[config.mk]
export PLATFORM = sky130hd
export DESIGN_NAME = change_dispenser
export DESIGN_NICKNAME = d
export VERILOG_FILES = /design/src/rtl/change_dispenser.sv
export SDC_FILE = /design/constraint.sdc
export NUM_CORES = 1
export LEC_CHECK = 0
export CORE_UTILIZATION = 56
export CTS_CLUSTER_DIAMETER = 50
export DETAILED_ROUTE_END_ITERATION = 16
export PLACE_DENSITY = 0.79
export REMOVE_ABC_BUFFERS = 1
export SLEW_MARGIN = 10
export SYNTH_ARGS = -nofsm -noshare
export SYNTH_HDL_FRONTEND = slang
export SYNTH_SLANG_ARGS = --single-unit
export TNS_END_PERCENT = 100
[constraint.sdc]
create_clock -name clk -period 8.25 [get_ports clk]
set_clock_uncertainty 0.05 [all_clocks]
set_input_delay 2.0625 -clock clk [delete_from_list [all_inputs] [get_ports clk]]
set_output_delay 2.0625 -clock clk [all_outputs]
set_load 0.01 [all_outputs]
[src/rtl/change_dispenser.sv]
// change_dispenser: pays a refund greedily as 50/10/5/1 coins over a valid/ack eject
// handshake, skipping empty denominations, and reports the unpaid remainder.
module change_dispenser #(
    parameter int unsigned INIT_50 = 4,
    parameter int unsigned INIT_10 = 10,
    parameter int unsigned INIT_5  = 10,
    parameter int unsigned INIT_1  = 20
) (
    input  logic       clk,
    input  logic       reset,
    input  logic       req,
    input  logic [6:0] amount,
    output logic       ready,
    output logic       eject,
    output logic [1:0] eject_coin,
    input  logic       eject_ack,
    output logic       done,
    output logic [6:0] short,
    input  logic       refill,
    input  logic [1:0] refill_sel,
    input  logic [7:0] refill_cnt,
    output logic [3:0] stock_empty
);

    typedef enum logic [1:0] {IDLE, SELECT, EJECT, DONE} state_t;

    // Indexed by coin code: 0=1, 1=5, 2=10, 3=50.
    localparam logic [7:0] INIT_STOCK [4] = '{8'(INIT_1), 8'(INIT_5), 8'(INIT_10), 8'(INIT_50)};

    state_t     state, state_nxt;
    logic [6:0] remain;
    logic [7:0] stock [4];
    logic       pick_found;
    logic [1:0] pick_coin;
    logic [8:0] refill_sum;
    logic [7:0] refill_val;

    function automatic logic [6:0] coin_value(input logic [1:0] code);
        case (code)
            2'd0:    return 7'd1;
            2'd1:    return 7'd5;
            2'd2:    return 7'd10;
            default: return 7'd50;
        endcase
    endfunction

    // Ascending scan: the last hit is the largest payable, in-stock denomination.
    // NOTE: every always_comb output gets a default first so no path leaves it unassigned (no latch).
    always_comb begin
        pick_found = 1'b0;
        pick_coin  = 2'd0;
        for (int i = 0; i < 4; i++) begin
            if (stock[i] != 8'd0 && coin_value(2'(i)) <= remain) begin
                pick_found = 1'b1;
                pick_coin  = 2'(i);
            end
        end
    end

    always_comb begin
        refill_sum = {1'b0, stock[refill_sel]} + {1'b0, refill_cnt};
        refill_val = refill_sum[8] ? 8'hFF : refill_sum[7:0];
    end

    // NOTE: sequential state uses non-blocking assignments so every flop samples pre-edge values.
    always_ff @(posedge clk or negedge reset) begin
        if (!reset) state <= IDLE;
        else        state <= state_nxt;
    end

    always_comb begin
        state_nxt = state;
        case (state)
            IDLE:    if (req) state_nxt = SELECT;
            SELECT:  state_nxt = pick_found ? EJECT : DONE;
            EJECT:   if (eject_ack) state_nxt = SELECT;
            DONE:    state_nxt = IDLE;
            default: state_nxt = IDLE;
        endcase
    end

    always_comb begin
        ready = (state == IDLE);
        eject = (state == EJECT);
        done  = (state == DONE);
    end

    always_ff @(posedge clk or negedge reset) begin
        if (!reset) begin
            remain     <= 7'd0;
            eject_coin <= 2'd0;
            short      <= 7'd0;
        end else begin
            case (state)
                IDLE:   if (req) remain <= amount;
                SELECT: begin
                    if (pick_found) eject_coin <= pick_coin;
                    else            short      <= remain;
                end
                EJECT:  if (eject_ack) remain <= remain - coin_value(eject_coin);
                default: ;
            endcase
        end
    end

    // NOTE: the stock counters are architectural state, so unlike a data buffer they must be reset.
    always_ff @(posedge clk or negedge reset) begin
        if (!reset) begin
            for (int i = 0; i < 4; i++) stock[i] <= INIT_STOCK[i];
        end else begin
            for (int i = 0; i < 4; i++) begin
                if (state == IDLE && refill && refill_sel == 2'(i))
                    stock[i] <= refill_val;
                else if (state == EJECT && eject_ack && eject_coin == 2'(i))
                    stock[i] <= stock[i] - 8'd1;
            end
        end
    end

    always_comb begin
        stock_empty = 4'b0000;
        for (int i = 0; i < 4; i++) stock_empty[i] = (stock[i] == 8'd0);
    end

endmodule

# ---- Word-level counts from Yosys, hierarchy flattened
# Cells that the tools add are included.
dict set report totals {
  reg_bits 50
  out_inout_bits 16
}
dict set report classes {
  addsub 6
  magnitude_cmp 5
  eq_ne 11
  n_mux 29
  bitwise_logic 2
  n_reduce_logical 34
}
# cell count
set ops {}
lappend ops {{8-bit two-way mux} 11}
lappend ops {{8-bit logical NOT} 4}
lappend ops {{8-bit nonzero test} 4}
lappend ops {{8-bit by 1-bit subtractor with 8-bit output (second input constant)} 4}
lappend ops {{7-bit two-way mux} 4}
lappend ops {{6-bit one-hot mux with 3 select lines} 1}
lappend ops {{8-bit binary-select mux with 2-bit select} 1}
lappend ops {{1-bit logical AND} 14}
lappend ops {{7-bit one-hot mux with 2 select lines} 1}
lappend ops {{2-bit == test (second input constant)} 6}
lappend ops {{2-bit nonzero test} 5}
lappend ops {{8-bit by 8-bit adder with 9-bit output} 1}
lappend ops {{2-bit two-way mux} 4}
lappend ops {{2-bit one-hot mux with 4 select lines} 1}
lappend ops {{1-bit by 7-bit less-or-equal comparator with 1-bit output (first input constant)} 1}
lappend ops {{3-bit by 7-bit less-or-equal comparator with 1-bit output (first input constant)} 1}
lappend ops {{4-bit by 7-bit less-or-equal comparator with 1-bit output (first input constant)} 1}
lappend ops {{6-bit by 7-bit less-or-equal comparator with 1-bit output (first input constant)} 1}
lappend ops {{7-bit subtractor} 1}
lappend ops {{2-bit by 1-bit == test with 1-bit output (second input constant)} 3}
lappend ops {{2-bit logical NOT} 3}
lappend ops {{1-bit two-way mux} 6}
lappend ops {{2-bit AND reduction} 3}
lappend ops {{3-bit greater-or-equal comparator (second input constant)} 1}
lappend ops {{5 further kinds} 5}

# ---- Depth between registers and ports, before layout
dict set report logic_depth {
  ltp_word 8
  mapped_depth 10
  depth_no_buf 9
}

# ---- Worst setup path after synthesis
# No wires, ideal clock.
dict set report synth_path {
  kind {input -> register}
  startpoint {in refill_sel[0]}
  endpoint {reg stock[6] (netlist bit)}
  setup_time_ps 131
  arrival_time_ps 4470
  t_required_ps 8069
  path_slack_ps 3599
  stages 9
  path_buffers 1
  path_cell_list {buf_2 -> mux4_2 -> ha_1 -> fa_1 -> a21o_1 -> a221o_1 -> a2111oi_1 -> a31o_2 -> mux2i_1}
}
dict set report synth_between {
  elab_chain_cells 7
  elab_cells_between_ends 10
  cone_classes {1 x add/sub; 1 x eq/ne; 5 x mux; 1 x bitwise; 2 x reduce/logical}
}
# element line_no
set synth_rtl {}
lappend synth_rtl {{start: declaration} 20} ;# input logic [1:0] refill_sel,
lappend synth_rtl {{2-bit NOT with 3-bit output (implied by the code)} 61} ;# refill_sum = {1'b0, stock[refill_sel]} + {1'b0, refill_cnt};
lappend synth_rtl {{8-bit binary-select mux with 2-bit select} 61}
lappend synth_rtl {{8-bit two-way mux (implied by the code) (2 in a row)} 61}
lappend synth_rtl {{8-bit by 8-bit adder with 9-bit output} 61}
lappend synth_rtl {{8-bit two-way mux} 62} ;# refill_val = refill_sum[8] ? 8'hFF : refill_sum[7:0];
lappend synth_rtl {{8-bit two-way mux} 112} ;# if (state == IDLE && refill && refill_sel == 2'(i))
lappend synth_rtl {{end signal: indexed assignment} 113} ;# stock[i] <= refill_val;
lappend synth_rtl {{end signal: indexed assignment} 115} ;# stock[i] <= stock[i] - 8'd1;
lappend synth_rtl {{end: declaration} 32} ;# logic [7:0] stock [4];
# Parallel ways exist; a longest one is shown, timed or not. The select of a mux whose other input is x is not followed.
# A chain may end at the register's enable or synchronous reset.

# ---- Worst setup path in the final report
dict set report layout_path {
  startpoint {in refill_sel[0]}
  endpoint {reg stock[0] (netlist bit)}
}
# The elaborated chain is that of the path after synthesis.

==> results.py <==
metrics = {
    "setup_path": {
        "timing.reg2reg.worst_path_depth": 8,
        "worstPathBufferInverterCount": 1,
        "slowest_stage": "sky130_fd_sc_hd__clkdlybuf4s50_1",
        "crit_path_end_kind": "register",
        "largest_driver_fanout_on_the_critical_path": 14,
        "worst_setup_path_start_kind": "input port",
        "arrival_ps": 5420,
        "critical_path_required_time_ps": 8370,
        "path_cells": "clkdlybuf4s50_1, mux4_2, ha_1, fa_1, a21o_1, a221oi_2, nor2_2, nor2_1, o221ai_1",
        "worst-setup-path-type": "input port to register",
        "critPathTopFamily": "buffers and inverters",
        "critical_path.max_stage_delay_ps": 900,
        "regToRegEndpoint": "stock[0]$_DFFE_PN0P_",
        "setup.reg_to_reg.worst_slack_ps": 5250,
        "regToRegStartpoint": "stock[16]$_DFFE_PN0P_",
    },
    "final_layout": {
        "layout-area-overhead-vs-synth_pct": 13.6,
        "fin_nets": 465,
        "post-route-util": 0.661,
        "register_area_um2": 1260,
        "nFillCells": 509,
        "multi_input_area_um2": 2310,
        "insertedDiodeCount": 0,
        "share_of_cells_above_drive_strength_1": 0.114,
        "layout.cells.non_filler": 497,
    },
    "synthesis": {
        "ys.warnings.count": 0,
        "syn-instance-count": 387,
        "postSynth.asyncResetShare": 1.00,
        "synth_top_flop_cell": "sky130_fd_sc_hd__dfrtp_1",
        "synth.area.mux_share": 0.102,
        "synth.cell_area_um2": 3720,
        "synth-xor-area-share": 0.0471,
        "synth.yosys.seq_area_share": 0.339,
        "synth.avg_cell_area_um2": 9.60,
        "simple_logic_cell_fraction_of_the_synthesized_area": 0.211,
        "netlist-cell-type-count": 65,
        "synth_top_family_by_area": "simple AND/OR/NAND/NOR gates",
        "synthesis_stage_register_bit_count": 50,
        "synth_fa_ha_area_frac": 0.0848,
        "synth-compound-area-share": 0.176,
        "synth_edf_count": 0,
    },
    "pwr": {
        "combinationalPowerShare": 0.510,
        "ir_drop_worst_vdd_v": 0.000203,
        "switching_power_mw": 0.689,
        "pint_mw": 0.774,
        "power.share.switching": 0.471,
        "clock_power_share": 0.119,
        "power.sequential.fraction": 0.370,
        "p_leak_nw": 1.77,
        "power.total_mw": 1.46,
        "power-per-cell-area_nw_per_um2": 347,
    },
    "drt": {
        "post-route-drc-count": 0,
        "ant_nets": 0,
        "dr_total_vias": 3251,
        "drt-total-wl_um": 9580,
        "wire_per_inst_um": 19.3,
        "drt-initial-drc-count": 297,
        "firstDrtPassIters": 6,
        "vias_per_cell": 6.54,
    },
    "grt": {
        "global_route.overflow_total": 0,
        "met1_usage": 0.419,
        "wire_length_of_the_first_global_routing_pass_um": 15900,
        "grtUsageMet3": 0.0514,
        "grt_most_used_layer": "met2",
        "grt_max_degree": 51,
        "groute.layer.met2.usage": 0.437,
        "grt_pass1_vias": 3215,
        "initial_antenna_violation_count": 0,
        "grt_util_all_layers": 0.289,
    },
    "hold_path": {
        "hold_path_startpoint": "short[3]$_DFFE_PN0P_",
        "hold-path-endpoint": "short[3]$_DFFE_PN0P_",
        "hold_path_class": "register to register",
        "worst_hold_path.num_cells": 1,
    },
    "placement": {
        "place.port_buffers": 37,
        "place_congestion": 0.961,
        "placed_cells": 489,
        "dpl.hpwl_um": 7350,
        "post-place-ws_ps": 2670,
    },
    "clocking": {
        "tritoncts": "yes",
        "clk_transition_reported_paths_ps": 90,
        "cts.repair.resized": 0,
        "clock_root_buffer_master": "sky130_fd_sc_hd__clkbuf_8",
        "clock_latency_at_the_later_pin_of_the_worst_skew_pair_ps": 310,
        "tritoncts.num_buffers": 5,
        "post_cts.repair.setup_buffers": 0,
        "cts_max_level": 2,
        "hold_buf_cts": 0,
        "clk_path_buf_depth": 2,
        "tritoncts_num_sinks": 50,
    },
    "run_status": {
        "run_status": "complete, no violations",
    },
    "sta": {
        "final-hold-violation-count": 0,
        "min_tclk_post_route_ps": 5310,
        "sum_of_negative_setup_slack_ps": 0,
        "timing.max_slew.rel_slack": 0.354,
        "final.setup.worst_slack_ps": 2940,
        "worst_slew_pin_slew_ps": 964,
        "fin_crit_sh": 0.643,
        "setup_viol": 0,
        "report.final.slew_viol_count": 0,
        "grt_setup_unrepaired": "no",
        "maxClockFrequency_mhz": 188,
    },
    "floorplanning": {
        "pin_count": 38,
        "placement_rows": 29,
        "starting_density_of_the_core": 0.582,
        "die_area_um2": 6970,
        "horizontal_extent_of_the_die_um": 83.5,
        "die_y_um": 83.5,
        "floorplan.core_area_um2": 6390,
    },
    "run": {
        "drv_cap": 0,
    },
}
-- kinds of logic after synthesis --
| logic type | after synthesis |
|---|---|
| AO/OA/AOI/OAI | 99 |
| XOR/XNOR | 20 |
| adder cells (fa/ha/maj) | 24 |
| buffers and inverters | 34 |
| flip-flops | 50 |
| multiplexers | 24 |
| AND/OR/NAND/NOR | 136 |
-- flip-flops by register name, indices dropped and copies added (netlist names) --
signal      count
state           2
stock          32
short           7
remain          7
eject_coin      2
-- routing by layer --
metal | wire, um | part of all wire
met1 | 4270 | 0.45
met2 | 4290 | 0.45
met3 | 829 | 0.087
met4 | 199 | 0.021
met5 | 0 | 0
-- worst reg2reg max path, stage by stage, from the launching register on --
cell and delay, ps:
sky130_fd_sc_hd__dfrtp_1 470, sky130_fd_sc_hd__mux4_2 480, sky130_fd_sc_hd__ha_1 230, sky130_fd_sc_hd__fa_1 410
sky130_fd_sc_hd__a21o_1 220, sky130_fd_sc_hd__a221oi_2 290, sky130_fd_sc_hd__nor2_2 160, sky130_fd_sc_hd__nor2_1 370
sky130_fd_sc_hd__o221ai_1 190
-- stage by stage --
step / area (um^2) / hold WS [ps]
6_report: 4220 / 475
5_1_grt: 4220 / 501
4_1_cts: 4220 / 474
3_5_place_dp: 4120 / 450
3_3_place_gp: 4120 / 450
2_1_floorplan: 3650 / 415
-- layout make-up --
| type | count | share of cell area |
|---|---|---|
| sequential | 50 | 0.298 |
| inverter | 21 | 0.0187 |
| tap | 77 | 0.0228 |
| clock buffer | 7 | 0.0181 |
| timing repair buffer | 38 | 0.0883 |
| multi-input combinational | 303 | 0.547 |
| clock inverter | 1 | 0.00711 |
-- cell usage after synthesis, drive strengths merged, types with 9 or more instances --
cell   count  area (um^2)
nor2      36          140
xor2      10         87.6
nor4       9          111
buf        9         55.0
nand2     31          119
mux2i      9         90.1
ha        22          275
inv       21         78.8
dfrtp     43         1080
a21oi     27          146
nor3      11         55.1
nand3     15         87.6
xnor2     10         87.6
o21ai     29          145
-- layout by cell type, fill, tap and decap left out, types with 6 or more instances in the layout --
master	instances
sky130_fd_sc_hd__mux2i_1	9
sky130_fd_sc_hd__a221oi_1	7
sky130_fd_sc_hd__nor2_1	34
sky130_fd_sc_hd__clkdlybuf4s50_1	36
sky130_fd_sc_hd__nand2_1	30
sky130_fd_sc_hd__ha_1	22
sky130_fd_sc_hd__dfrtp_1	43
sky130_fd_sc_hd__o21ai_0	25
sky130_fd_sc_hd__a21oi_1	26
sky130_fd_sc_hd__mux2_4	7
sky130_fd_sc_hd__xnor2_1	10
sky130_fd_sc_hd__inv_1	21
sky130_fd_sc_hd__dfstp_2	7
sky130_fd_sc_hd__nand3_1	14
sky130_fd_sc_hd__nor3_1	11
sky130_fd_sc_hd__o221ai_1	6
sky130_fd_sc_hd__mux4_2	7
sky130_fd_sc_hd__or3_1	6
sky130_fd_sc_hd__xor2_1	10
-- worst max-delay path by stage --
| stage | startpoint | endpoint | slack [ps] | cells after the start |
|---|---|---|---|---|
| floorplan | refill_sel[0] | stock[30]$_DFFE_PN0P_ | 3870 | 8 |
| global placement | refill_sel[0] | stock[7]$_DFFE_PN0P_ | 2720 | 9 |
| detailed placement | refill_sel[0] | stock[0]$_DFFE_PN0P_ | 2670 | 9 |
| CTS | refill_sel[0] | stock[0]$_DFFE_PN0P_ | 3010 | 9 |
| global route | refill_sel[0] | stock[15]$_DFFE_PN0P_ | 2840 | 9 |
| finish | refill_sel[0] | stock[0]$_DFFE_PN0P_ | 2940 | 9 |
-- power by group through the flow --
stage	logic, mW	clock network [mW]	registers (mW)
global route	0.827	0.185	0.556
floorplan	0.554	0	0.475
global placement	0.705	0	0.532
CTS	0.736	0.176	0.531
finish	0.746	0.175	0.542
detailed placement	0.729	0	0.537
No activity file was read; power rests on OpenSTA's default activity.
